## src/rtl/fetch_sequencer.sv

```systemverilog
// rtl/fetch_sequencer.sv - instruction fetch sequencer with 1-cycle ROM latency, skid buffer and redirect
// Optional feature: define FETCH_JMP_DECODE_EN to redirect fetch on issued JMP words.
module fetch_sequencer #(
    parameter logic [5:0]  P_OPCODE_JMP = 6'd0,
    parameter logic [15:0] P_NOP_WORD   = 16'h0000
) (
    input  logic        Clock,
    input  logic        Reset,
    output logic [9:0]  Ip,
    input  logic [15:0] Instr,
    input  logic        Stall,
    input  logic        Redirect,
    input  logic [9:0]  Target,
    output logic [15:0] IssueInstr,
    output logic        IssueValid,
    output logic [9:0]  IssuePc
);

`ifdef FETCH_JMP_DECODE_EN
    localparam logic JMP_DECODE = 1'b1;
`else
    localparam logic JMP_DECODE = 1'b0;
`endif

    typedef enum logic [1:0] {
        S_FILL,
        S_RUN,
        S_HOLD,
        S_REDIR
    } state_t;

    state_t      state_q, state_d;
    logic [9:0]  ip_q, ip_d;
    logic        if_valid_q, if_valid_d;
    logic [9:0]  if_addr_q, if_addr_d;
    logic        sk_valid_q, sk_valid_d;
    logic [15:0] sk_instr_q, sk_instr_d;
    logic [9:0]  sk_pc_q, sk_pc_d;
    logic        iss_valid_q, iss_valid_d;
    logic [15:0] iss_instr_q, iss_instr_d;
    logic [9:0]  iss_pc_q, iss_pc_d;

    logic        sel_valid;
    logic [15:0] sel_instr;
    logic [9:0]  sel_pc;
    logic        ip_reread;
    logic        jmp_hit;
    logic        jmp_taken;

    always_comb begin
        state_d     = state_q;
        ip_d        = ip_q;
        if_valid_d  = if_valid_q;
        if_addr_d   = if_addr_q;
        sk_valid_d  = sk_valid_q;
        sk_instr_d  = sk_instr_q;
        sk_pc_d     = sk_pc_q;
        iss_valid_d = iss_valid_q;
        iss_instr_d = iss_instr_q;
        iss_pc_d    = iss_pc_q;

        // Ip was held last cycle, so the in-flight word is ROM[Ip] and keeps arriving on Instr.
        ip_reread = if_valid_q && (if_addr_q == ip_q);

        if (sk_valid_q) begin
            sel_valid = 1'b1;
            sel_instr = sk_instr_q;
            sel_pc    = sk_pc_q;
        end else begin
            sel_valid = if_valid_q;
            sel_instr = Instr;
            sel_pc    = if_addr_q;
        end

        jmp_hit   = sel_valid && (sel_instr[15:10] == P_OPCODE_JMP);
        jmp_taken = jmp_hit && JMP_DECODE;

        case (state_q)
            S_FILL:  state_d = S_RUN;
            S_REDIR: state_d = S_RUN;
            S_RUN:   if (Stall && if_valid_q) state_d = S_HOLD;
            S_HOLD:  if (!Stall) state_d = S_RUN;
            default: state_d = S_FILL;
        endcase

        if (Redirect) begin
            state_d     = S_REDIR;
            ip_d        = Target;
            if_valid_d  = 1'b0;
            sk_valid_d  = 1'b0;
            iss_valid_d = 1'b0;
            iss_instr_d = P_NOP_WORD;
        end else if (Stall) begin
            // Only a word whose address Ip has already moved past would be lost.
            if (if_valid_q && !sk_valid_q && !ip_reread) begin
                sk_valid_d = 1'b1;
                sk_instr_d = Instr;
                sk_pc_d    = if_addr_q;
            end
            if_valid_d = 1'b1;
            if_addr_d  = ip_q;
        end else begin
            iss_valid_d = sel_valid;
            iss_instr_d = sel_valid ? sel_instr : P_NOP_WORD;
            iss_pc_d    = sel_pc;
            sk_valid_d  = 1'b0;
            ip_d        = ip_q + 10'd1;
            if_addr_d   = ip_q;
            // Issuing ROM[Ip] directly means Ip itself must not be fetched a second time.
            if_valid_d  = sk_valid_q || !ip_reread;
            if (jmp_taken) begin
                ip_d       = sel_instr[9:0];
                if_valid_d = 1'b0;
            end
        end
    end

    always_ff @(posedge Clock) begin
        if (Reset) begin
            state_q     <= S_FILL;
            ip_q        <= 10'h000;
            if_valid_q  <= 1'b0;
            if_addr_q   <= 10'h000;
            sk_valid_q  <= 1'b0;
            sk_instr_q  <= P_NOP_WORD;
            sk_pc_q     <= 10'h000;
            iss_valid_q <= 1'b0;
            iss_instr_q <= P_NOP_WORD;
            iss_pc_q    <= 10'h000;
        end else begin
            state_q     <= state_d;
            ip_q        <= ip_d;
            if_valid_q  <= if_valid_d;
            if_addr_q   <= if_addr_d;
            sk_valid_q  <= sk_valid_d;
            sk_instr_q  <= sk_instr_d;
            sk_pc_q     <= sk_pc_d;
            iss_valid_q <= iss_valid_d;
            iss_instr_q <= iss_instr_d;
            iss_pc_q    <= iss_pc_d;
        end
    end

    assign Ip         = ip_q;
    assign IssueInstr = iss_instr_q;
    assign IssueValid = iss_valid_q;
    assign IssuePc    = iss_pc_q;

endmodule

```

## config.mk

```make
export PLATFORM = sky130hd
export DESIGN_NAME = fetch_sequencer
export DESIGN_NICKNAME = d
export VERILOG_FILES = /design/src/rtl/fetch_sequencer.sv
export SDC_FILE = /design/constraint.sdc
export NUM_CORES = 1
export LEC_CHECK = 0
export BUFFER_PORTS_ARGS = -buffer_cell sky130_fd_sc_hd__buf_2
export CAP_MARGIN = 10
export CORE_ASPECT_RATIO = 1.25
export CORE_MARGIN = 2
export CORE_UTILIZATION = 59
export DETAILED_ROUTE_END_ITERATION = 7
export PLACE_DENSITY = 0.81
export SETUP_SLACK_MARGIN = 0.1
export SYNTH_ARGS = -nofsm -noshare
export SYNTH_HDL_FRONTEND = slang
export SYNTH_SLANG_ARGS = --single-unit
```

## constraint.sdc

```tcl
create_clock -name Clock -period 3.5 [get_ports Clock]
set_input_delay 0.875 -clock Clock [delete_from_list [all_inputs] [get_ports Clock]]
set_output_delay 0.875 -clock Clock [all_outputs]
set_load 0.03 [all_outputs]
```

==> Word level (Yosys, flattened, before mapping) <==
Index checks and enable logic that the tools add are counted.
{ "word_totals": {"ff_bits": 75, "in_bits": 30, "out_inout_bits": 37, "word_cells": 31} }
{ "classes": {"add_sub_neg": 1, "n_eq_ne": 2, "muxes": 7, "n_bitwise": 2, "n_reduce_logical": 10} }
{ "op_table": {"columns": ["cell", "n"], "rows": [
  ["$mux W16", 2],
  ["$mux W10", 3],
  ["$add A10 B1 Y10 const B", 1],
  ["$eq A10 B10 Y1", 1],
  ["$logic_and A1 B1 Y1", 3],
  ["$reduce_and A3 Y1", 1],
  ["$reduce_or A3 Y1", 1],
  ["$logic_not A1 Y1", 2],
  ["$mux W1", 2],
  ["$ne A2 B1 Y1 const B", 1],
  ["$not A1 Y1", 2],
  ["$reduce_and A2 Y1", 1],
  ["$reduce_or A2 Y1", 1],
  ["$logic_or A1 B1 Y1", 1]
]} }

==> Logic depth before layout (Yosys ltp) <==
Gate-level depths: netlist (run 1).
{ "logic_depth": {"depth_word": 5, "ltp_mapped": 7, "depth_no_buf": 6} }

==> Worst setup path before layout (run 1) <==
No wires, ideal clock.
{ "synth_timing": {"path_kind": "input -> register", "start": "in Reset", "end": "reg iss_instr_q[10], in the netlist IssueInstr[10]", "setup_ns": 0.132, "t_arrival_ns": 1.726, "t_required_ns": 3.368, "setup_slack_ns": 1.642, "stages": 4, "path_buffers": 3, "cell_sequence": "clkbuf_1 > clkbuf_1 > clkbuf_1 > nor3_1"} }
{ "synth_via": {"elab_chain_len": 1} }
{ "synth_rtl": {"columns": ["element", "line_no", "rtl"], "rows": [
  ["start: declaration", "8", "input logic Reset,"],
  ["$reduce_or A2 Y1 (no source line)", null, null],
  ["end signal: assignment", "139", "iss_instr_q <= iss_instr_d;"],
  ["end: declaration", "40", "logic [15:0] iss_instr_q, iss_instr_d;"]
]} }
No other way between the ends.
A chain may end at the register's enable or synchronous reset.

==> Final worst setup path (run 1) <==
{ "layout_timing": {"start": "in Stall", "end": "reg sk_pc_q[9]"} }
{ "layout_via": {"elab_chain_len": 1} }
{ "layout_rtl": {"columns": ["element", "line_no", "rtl"], "rows": [
  ["start: declaration", "11", "input logic Stall,"],
  ["$reduce_and A3 Y1 (no source line)", null, null],
  ["end signal: assignment", "137", "sk_pc_q <= sk_pc_d;"],
  ["end: declaration", "38", "logic [9:0] sk_pc_q, sk_pc_d;"]
]} }
No other way between the ends.

==> results of run 1 <==
[worst max path at each step]
stage	from	to	slack, ps	cells past startpoint
floorplan	Reset	IssueInstr[10]	1640	4
global placement	Stall	sk_pc_q[5]	920	4
detailed placement	Stall	sk_instr_q[9]	850	4
CTS	Stall	sk_pc_q[9]	1200	4
global route	Stall	sk_pc_q[7]	1080	4
finish	Stall	sk_pc_q[9]	1180	4
[stage by stage]
stage	utilization, %	worst slack, ps	cells	hold WS, ps	total power (µW)
floorplan	-	1640	386	448	1080
global route	69.3	1080	510	497	1790
detailed placement	66.2	846	494	464	1140
finish	69.3	1180	510	477	1710
CTS	69.3	1200	510	479	1730
global placement	66.2	923	494	457	1130
[registers in the layout (all words and copies together), names as in the netlist]
signal	cells
IssueInstr	16
IssuePc	10
Ip	10
sk_instr_q	16
sk_valid_q	1
if_addr_q	10
if_valid_q	1
IssueValid	1
sk_pc_q	10
[worst max-delay path, stage by stage]
cell	delay, ps
buf_2	610
and4b_2	450
buf_4	390
mux2i_1	240
[cells by family (layout without fill, tap and decap cells)]
kind of cell / Yosys count / in the layout
buffers and inverters: 32 / 90
muxes: 48 / 48
and+or+nand+nor: 157 / 157
xor gates and xnor gates: 18 / 18
DFF: 75 / 75
AOI/OAI and AO/OA: 55 / 55
adders and majority gates: 1 / 1
[power breakdown]
group / leakage, µW / total, µW / switching (µW) / internal (µW)
Combinational: 0.000837 / 211 / 125 / 85.3
Sequential: 0.000610 / 909 / 29.5 / 880
Clock: 0.0000949 / 594 / 303 / 291
[layout by cell type, fill, tap and decap left out]
cell,netlist,layout
dfxtp_1,75,75
buf_2,3,66
nand2b_1,53,53
mux2i_1,48,48
nor2_1,37,37
a21oi_1,37,37
nand2_1,21,21
nor3_1,17,17
nand3b_1,16,16
xnor2_1,15,15
a211oi_1,13,13
clkbuf_8,0,11
buf_4,0,7
clkinv_2,0,4
xor2_1,3,3
and3_1,3,3
nand4_1,2,2
nand4b_1,2,2
nor2b_1,2,2
nand3_1,1,1
nor3_2,1,1
and4b_2,0,1
clkinv_1,1,1
a221oi_1,1,1
a311oi_1,1,1
a21boi_0,1,1
and2b_2,1,1
o211a_1,1,1
o311a_1,1,1
ha_1,1,1
clkinvlp_4,0,1
[metal layers]
metal | vias up | part of all wire [%] | global-route usage [%]
met5 | - | 0 | 0
met4 | 0 | 2.3 | 11.4
met3 | 13 | 3.4 | 3.70
met2 | 62 | 49 | 38.7
met1 | 1326 | 45 | 30.9
li1 | 1417 | - | -
[layout make-up]
| cell class | count | area [µm²] |
|---|---|---|
| Sequential cell | 75 | 1500 |
| Multi-Input combinational cell | 279 | 1830 |
| Timing Repair Buffer | 73 | 383 |
| Clock inverter | 5 | 27.5 |
| Fill cell | 479 | 1760 |
| Inverter | 1 | 3.75 |
| Tap cell | 66 | 82.6 |
| Clock buffer | 11 | 151 |
==> impl_metrics.json, run 1 <==
{
  "setup-tns-final_ps": 0,
  "cts_buffer_depth": 2,
  "synth_edf_count": 0,
  "crit_type": "in -> reg",
  "dp_hpwl_um": 4880,
  "worst_pin_slew_ps": 895,
  "yosys_register_bits": 75,
  "fin_worst_skew_ps": 6.16,
  "htreeDepth": 3,
  "hp-class": "reg -> reg",
  "synthTopCellsByArea": "dfxtp_1, mux2i_1, nand2b_1, a21oi_1, nor2_1",
  "die_w_um": 72.8,
  "die_h_um": 90.0,
  "synthDistinctLibCells": 30,
  "place_congestion": 0.753,
  "port_buffers": 66,
  "hold_start": "sk_instr_q[4]",
  "hold_violations": 0,
  "ff2ff_path_depth": 6,
  "dr.pass1.iters": 4,
  "numCtsBuffers": 9,
  "setup_viol": 0,
  "wire_per_inst_um": 14.4,
  "antenna_found_initial": 0,
  "clkSlewWorstSetupHoldPaths_ps": 70,
  "setup.worst_path.end_class": "flop",
  "post-route-period-util_pct": 66.4,
  "cts_setup_buffers": 0,
  "start_util_pct": 60.9,
  "critPathMaxFanout": 43,
  "synth.largest_area_cell": "dfxtp_1",
  "diodes": 0,
  "fmax_ghz": 0.430,
  "muxShareOfSynthArea_pct": 13.8,
  "synth.most_common_cell": "dfxtp_1",
  "cellPowerDensity_nw_per_um2": 431,
  "first_global_vias": 2714,
  "yosys.area_share.simple_pct": 24.3,
  "ctsHoldBuffers": 0,
  "synthXorXnorAreaFrac_pct": 4.51,
  "synth_top_family_by_area": "simple AND/OR/NAND/NOR gates",
  "grt_max_degree": 51,
  "finalMaxSlewViolations": 0,
  "ys_dominant_reg_cell": "dfxtp_1",
  "async_flop_share_pct": 0,
  "die_area_um2": 6560,
  "pin_count": 67,
  "ys_top_cells_by_count": "dfxtp_1, nand2b_1, mux2i_1",
  "rsz0062_at_grt": "no",
  "ctsResizeCount": 0,
  "row_count": 31,
  "coreArea_um2": 5740,
  "fin_crit_ps": 2320,
  "hold_end": "sk_instr_q[4]",
  "ctsRootBufferMaster": "clkbuf_8",
  "p_leak_uw": 0.00154,
  "yosysSeqAreaShare_pct": 43.0,
  "insertion_delay_ps": 340,
  "postSynthAreaPerCell_um2": 9.05,
  "vias": 2818,
  "r2r_slack_ps": 1580,
  "grt_pass1_wl_um": 12500,
  "via_per_inst": 5.53,
  "ant_nets": 0,
  "drt_wl_total_um": 7340,
  "drcViolationCount": 0,
  "vdd_ir_drop_max_uv": 238,
  "cts_tree": "yes",
  "reg2reg_from": "Ip[0]",
  "status": "finished, final reports clean",
  "synth_compound_area_share_pct": 9.38,
  "slew_headroom_pct": 40.3,
  "synthAdderAreaFrac_pct": 0.358,
  "final_area_um2": 3980,
  "nets": 470,
  "cts.sinks": 75,
  "syn_to_final_growth_pct": 13.9,
  "place_area_um2": 3800,
  "first_iter_violations": 146,
  "startpoint_type": "input pin",
  "syn_inst": 386,
  "arrival_ps": 2590,
  "cap_viol_max_count": 0,
  "synth_area_um2": 3490,
  "ys.warnings.count": 0,
  "grt_overflow": 0,
  "worstPathRequired_ps": 3770,
  "synth_top_area_share_pct": 43.0,
  "drive_gt1_share_pct": 20.7,
  "min_path_cells": 2,
  "rr_endpoint": "sk_pc_q[9]",
  "grtUsageTotal_pct": 24.0,
  "synth_nets": 417
}
Power figures use the tool's default switching activity.
==> run 2: changes to the inputs <==
ABC_AREA = 1   (was not set)
CORE_UTILIZATION = 55   (was 59)
PLACE_DENSITY = 0.77   (was 0.81)
clock period = 2.2 ns   (was 3.5 ns; I/O delays follow)
==> run 2 against run 1 <==
Against the previous run: clock skew shrank 1.7 ps; largest cell class unchanged; synthesized cell count up 28%; sequential power is 62% higher; cell count increased by 25%; combinational power up 88%; global-route usage rose by 2.4 points; final area rose by 0.57%; worst hold slack got worse by 18 ps; die area rose by 5.1%; critical path depth is 1 lower; wire length rose by 15%.
==> impl_metrics.json, run 2 <==
{
  "status": "finished, final reports clean",
  "via_per_inst": 5.35,
  "synthDistinctLibCells": 24,
  "cts_buffer_depth": 2,
  "switching_share_pct": 27.5,
  "antenna_found_initial": 0,
  "p_leak_uw": 0.00182,
  "whs_ps": 459,
  "yosys_register_bits": 75,
  "layout_common_cells": "nand2_1, a21oi_1, dfxtp_1",
  "yosysSeqAreaShare_pct": 43.7,
  "grt_pass1_wl_um": 14300,
  "worstPathCellList": "nor2_1 -> nand2_1 -> a21oi_1",
  "place_congestion": 0.882,
  "port_buffers": 66,
  "ctsRootBufferMaster": "clkbuf_8",
  "path_buf_inv": 0,
  "synthTopCellsByArea": "dfxtp_1, a21oi_1, nand2_1, o21ai_0, inv_1",
  "setup.worst_path.end_class": "flop",
  "crit_type": "reg -> reg",
  "ys_dominant_reg_cell": "dfxtp_1",
  "ctsHoldBuffers": 0,
  "fmax_ghz": 0.582,
  "critPathMaxFanout": 16,
  "p_total_uw": 2940,
  "post-route-period-util_pct": 78.1,
  "final_util_pct": 65.7,
  "grtUsageTotal_pct": 26.4,
  "ff2ff_path_depth": 3,
  "die_area_um2": 6890,
  "ys.warnings.count": 0,
  "r2r_slack_ps": 480,
  "rr_endpoint": "IssueInstr[14]",
  "dr.pass1.iters": 5,
  "pre_cts_ws_ps": 413,
  "row_count": 32,
  "drive_gt1_share_pct": 18.2,
  "synth_nets": 525,
  "multi_input_area_um2": 1570,
  "fin_crit_ps": 1720,
  "fin_worst_skew_ps": 4.48,
  "power_frac_comb_pct": 13.5,
  "drcViolationCount": 0,
  "grt_overflow": 0,
  "cellPowerDensity_nw_per_um2": 734,
  "synth_top_area_share_pct": 43.7,
  "synth.most_common_cell": "nand2_1",
  "final_common_cell": "nand2_1",
  "die_h_um": 92.3,
  "cts_tree": "yes",
  "ys_top_cells_by_count": "nand2_1, a21oi_1, dfxtp_1",
  "diodes": 0,
  "synth.largest_area_cell": "dfxtp_1",
  "first_global_vias": 3101,
  "syn_to_final_growth_pct": 16.6,
  "ctsResizeCount": 0,
  "async_flop_share_pct": 0,
  "regArea_um2": 1500,
  "min_path_cells": 3,
  "worstPathRequired_ps": 2470,
  "synth_area_um2": 3430,
  "synth_edf_count": 0,
  "rsz0062_at_grt": "no",
  "arrival_ps": 1990,
  "slew_headroom_pct": 28.3,
  "hp-class": "in -> reg",
  "power.switching_uw": 808,
  "reg2reg_from": "sk_valid_q",
  "drt_wl_total_um": 8470,
  "fillers": 551,
  "vdd_ir_drop_max_uv": 401,
  "start_util_pct": 56.4,
  "path_delay_family": "simple AND/OR/NAND/NOR gates",
  "hold_start": "Instr[3]",
  "hold_end": "IssueInstr[3]",
  "insertion_delay_ps": 340,
  "p_int_uw": 2130,
  "die_w_um": 74.7,
  "grt_max_degree": 55,
  "worst_pin_slew_ps": 1070,
  "cts.sinks": 75,
  "coreArea_um2": 6090,
  "numCtsBuffers": 9,
  "cts_setup_buffers": 0,
  "hold_violations": 0,
  "dp_hpwl_um": 5720,
  "clkPwrFrac_pct": 36.4,
  "postSynthAreaPerCell_um2": 6.95,
  "first_iter_violations": 318,
  "startpoint_type": "flop",
  "critPathSlowestCell": "nor2_1",
  "syn_inst": 494,
  "setup_viol": 0,
  "ant_nets": 0,
  "pin_count": 67,
  "seq_power_share_pct": 50.0,
  "slowest_delay_ps": 890,
  "clkSlewWorstSetupHoldPaths_ps": 80,
  "finalMaxSlewViolations": 0,
  "vias": 3426,
  "nets": 582,
  "setup-tns-final_ps": 0,
  "cap_viol_max_count": 0,
  "postLayoutSetupSlackWorst_ps": 482,
  "wire_per_inst_um": 13.2,
  "htreeDepth": 3
}
-- run 2: cell count changes after synthesis, moves of 30 or more --
cell / before / now
mux2i_1: 48 / 0
nand2_1: 21 / 116
a21oi_1: 37 / 92
nand2b_1: 53 / 0
nand3_1: 1 / 31
o21ai_0: 0 / 41
inv_1: 0 / 43
-- run 2: cells by family after synthesis --
| group | count (synthesis) | synth area share, % |
|---|---|---|
| buf+inv | 81 | 10.6 |
| simple gates | 188 | 22.8 |
| flops | 75 | 43.7 |
| fa+ha+maj | 1 | 0.365 |
| xor+xnor | 3 | 0.766 |
| compound gates | 146 | 21.8 |
-- run 2: metal layers --
| metal | global-route usage (%) | routed length (µm) | vias up |
|---|---|---|---|
| li1 | - | - | 1726 |
| met1 | 33.6 | 3720 | 1565 |
| met2 | 43.4 | 4110 | 111 |
| met3 | 4.68 | 395 | 24 |
| met4 | 11.2 | 242 | 0 |
| met5 | 0 | 0 | - |
-- run 2: worst register-to-register path: cells and delay by family, from the launching register on --
kind	cells	cell delay (ps)
AO/OA/AOI/OAI	1	180
flip-flops	1	470
AND/OR/NAND/NOR	2	1010
-- run 2: cell type report --
cell class | count | area share [%]
multi-input cells | 338 | 39.2
flip-flops and latches | 75 | 37.5
repair buffers | 76 | 10.8
inverters | 51 | 4.85
clock buffers | 11 | 3.78
well taps | 85 | 2.66
clock inverters | 4 | 1.25
-- run 2: power groups by stage --
| stage | Combinational, µW | Sequential (µW) | Clock (µW) |
|---|---|---|---|
| finish | 397 | 1470 | 1070 |
| floorplan | 220 | 1550 | 0 |
| global route | 446 | 1480 | 1140 |
| global placement | 390 | 1500 | 0 |
| CTS | 399 | 1470 | 1090 |
| detailed placement | 397 | 1500 | 0 |
-- run 2: metrics by stage --
step	cell area [µm²]	instances
finish	4000	640
global route	4000	640
CTS	4000	640
detailed placement	3800	625
global placement	3800	625
floorplan	3430	494
-- run 2: worst max-delay path by stage --
stage                     startpoint        endpoint  cells after the start
after CTS                 sk_valid_q   IssueInstr[8]                      3
after global routing      sk_valid_q   IssueInstr[6]                      3
after floorplan             Redirect   sk_instr_q[0]                      8
after global placement         Stall           Ip[7]                      8
final                     sk_valid_q  IssueInstr[14]                      3
after detailed placement       Stall           Ip[7]                      8
==> run 3: changes to the inputs <==
ABC_AREA = 0   (was 1)
CORE_UTILIZATION = 50   (was 55)
PLACE_DENSITY = 0.73   (was 0.77)
clock period = 1.5 ns   (was 2.2 ns; I/O delays follow)
==> run 3 against run 2 <==
Against the previous run: the run now ends with negative setup slack left; flip-flop and latch count did not move; cell count fell by 10%; via count fell by 12%; highest routed layer unchanged; combinational power rose by 71%; critical endpoint is now sk_instr_q[12]; largest cell class unchanged.
==> impl_metrics.json, run 3 (synthesized netlist as in run 1, its figures left out) <==
{
  "clkSlewWorstSetupHoldPaths_ps": 80,
  "reg2reg_from": "Ip[0]",
  "post-route-period-util_pct": 103,
  "cap_viol_max_count": 0,
  "p_total_uw": 4250,
  "setup.worst_path.end_class": "flop",
  "pre_cts_ws_ps": -89.1,
  "vias": 3011,
  "die_h_um": 97.5,
  "fillers": 565,
  "rsz0062_at_grt": "yes",
  "die_area_um2": 7680,
  "startpoint": "Ip[0]",
  "diodes": 0,
  "hp-class": "in -> reg",
  "ctsHoldBuffers": 0,
  "grt_pass1_wl_um": 14000,
  "p_int_uw": 3100,
  "via_per_inst": 5.23,
  "port_buffers": 66,
  "place_congestion": 0.722,
  "drcViolationCount": 0,
  "row_count": 34,
  "grt_max_degree": 44,
  "antenna_found_initial": 0,
  "failed_checks": "negative setup slack",
  "setup_viol": 27,
  "cts_tree": "yes",
  "grt_overflow": 0,
  "fin_worst_skew_ps": 4.99,
  "p_leak_uw": 0.00184,
  "power.switching_uw": 1140,
  "crit_type": "reg -> reg",
  "fmax_ghz": 0.647,
  "layout_common_cells": "dfxtp_1, buf_2, nand2b_1",
  "dp.cells": 550,
  "startpoint_type": "flop",
  "ctsRootBufferMaster": "clkbuf_8",
  "die_w_um": 78.8,
  "syn_to_final_growth_pct": 33.1,
  "final_common_cell": "dfxtp_1",
  "worstPathRequired_ps": 1780,
  "hold_start": "Target[4]",
  "pin_count": 67,
  "arrival_ps": 1820,
  "cts_buffer_depth": 2,
  "vdd_ir_drop_max_uv": 697,
  "ff2ff_path_depth": 6,
  "setup-tns-final_ps": -753,
  "first_iter_violations": 145,
  "postLayoutSetupSlackWorst_ps": -44.6,
  "min_path_cells": 3,
  "worst_pin_slew_ps": 327,
  "fin_crit_ps": 1540,
  "clkPwrFrac_pct": 34.8,
  "seq_power_share_pct": 49.3,
  "nets": 512,
  "wire_per_inst_um": 14.6,
  "numCtsBuffers": 9,
  "dp_hpwl_um": 5480,
  "hold_violations": 0,
  "start_util_pct": 51.0,
  "grtUsageTotal_pct": 23.0,
  "status": "finished with violations",
  "drt_wl_total_um": 8440,
  "finalMaxSlewViolations": 0,
  "layout.cells.non_filler": 576,
  "dr.pass1.iters": 5,
  "drive_gt1_share_pct": 32.9,
  "cellPowerDensity_nw_per_um2": 913,
  "ant_nets": 0,
  "critPathMaxFanout": 7,
  "first_global_vias": 2947,
  "final_util_pct": 67.9,
  "power_frac_comb_pct": 15.9,
  "coreArea_um2": 6850,
  "htreeDepth": 3,
  "cts.sinks": 75,
  "slew_headroom_pct": 78.2,
  "insertion_delay_ps": 350,
  "switching_share_pct": 26.9
}
## run 3: cell types whose count changed in the layout (fill, tap and decap cells not counted), sizes merged, moves of 17 or more
cell	previous run	this run
nand3	32	1
o21ai	45	0
nor3	1	18
mux2i	0	48
buf	76	114
inv	49	1
nand2b	0	53
nand2	116	21
a21oi	93	37
## run 3: timing repair
action	CTS	global route
pin swaps	14	10
cloned	2	1
setup buffers	8	0
setup endpoints to repair	37	41
resized for setup	26	21
endpoints found under the hold margin	0	0
## run 3: worst paths after layout
check / slack (ps) / endpoint
max: -40 / sk_instr_q[12]
min: 260 / Ip[4]
max reg2reg: -40 / sk_instr_q[12]
min reg2reg: 480 / sk_instr_q[10]
## run 3: critical path, stage by stage (launching register included)
cell     delay (ps)
dfxtp_4         370
xnor2_2         140
nand4_1         110
nor3_2           60
and4b_4         440
buf_12          170
mux2i_1         190
## run 3: power by group through the flow
stage / Sequential [µW] / Combinational, µW / Clock (µW)
after floorplan: 2220 / 287 / 0
after global placement: 2130 / 582 / 0
after detailed placement: 2130 / 594 / 0
after CTS: 2090 / 652 / 1510
after global routing: 2100 / 733 / 1610
final: 2090 / 677 / 1480
## run 3: layer usage
layer  global-route usage, %  up-vias  share of wire (%)  routed length [µm]
met3                    4.00        9                4.4                 371
li1                        -     1504                  -                   -
met5                       0        -                  0                   0
met2                    39.0       78                 51                4280
met1                    29.2     1420                 43                3660
met4                    8.10        0                1.4                 120
## run 3: area by class of cell
| cell class | instances | area, µm² | area share [%] |
|---|---|---|---|
| multi-input cells | 279 | 1920 | 41.3 |
| inverters | 1 | 3.75 | 0.0808 |
| well taps | 90 | 113 | 2.42 |
| repair buffers | 115 | 880 | 18.9 |
| flip-flops and latches | 75 | 1540 | 33.2 |
| clock buffers | 12 | 166 | 3.58 |
| clock inverters | 4 | 21.3 | 0.458 |
## run 3: per-stage QoR
stage	area, µm²	hold WS [ps]
after global placement	4160	456
after CTS	4560	258
after detailed placement	4160	466
final	4650	260
after global routing	4650	279
after floorplan	3530	448
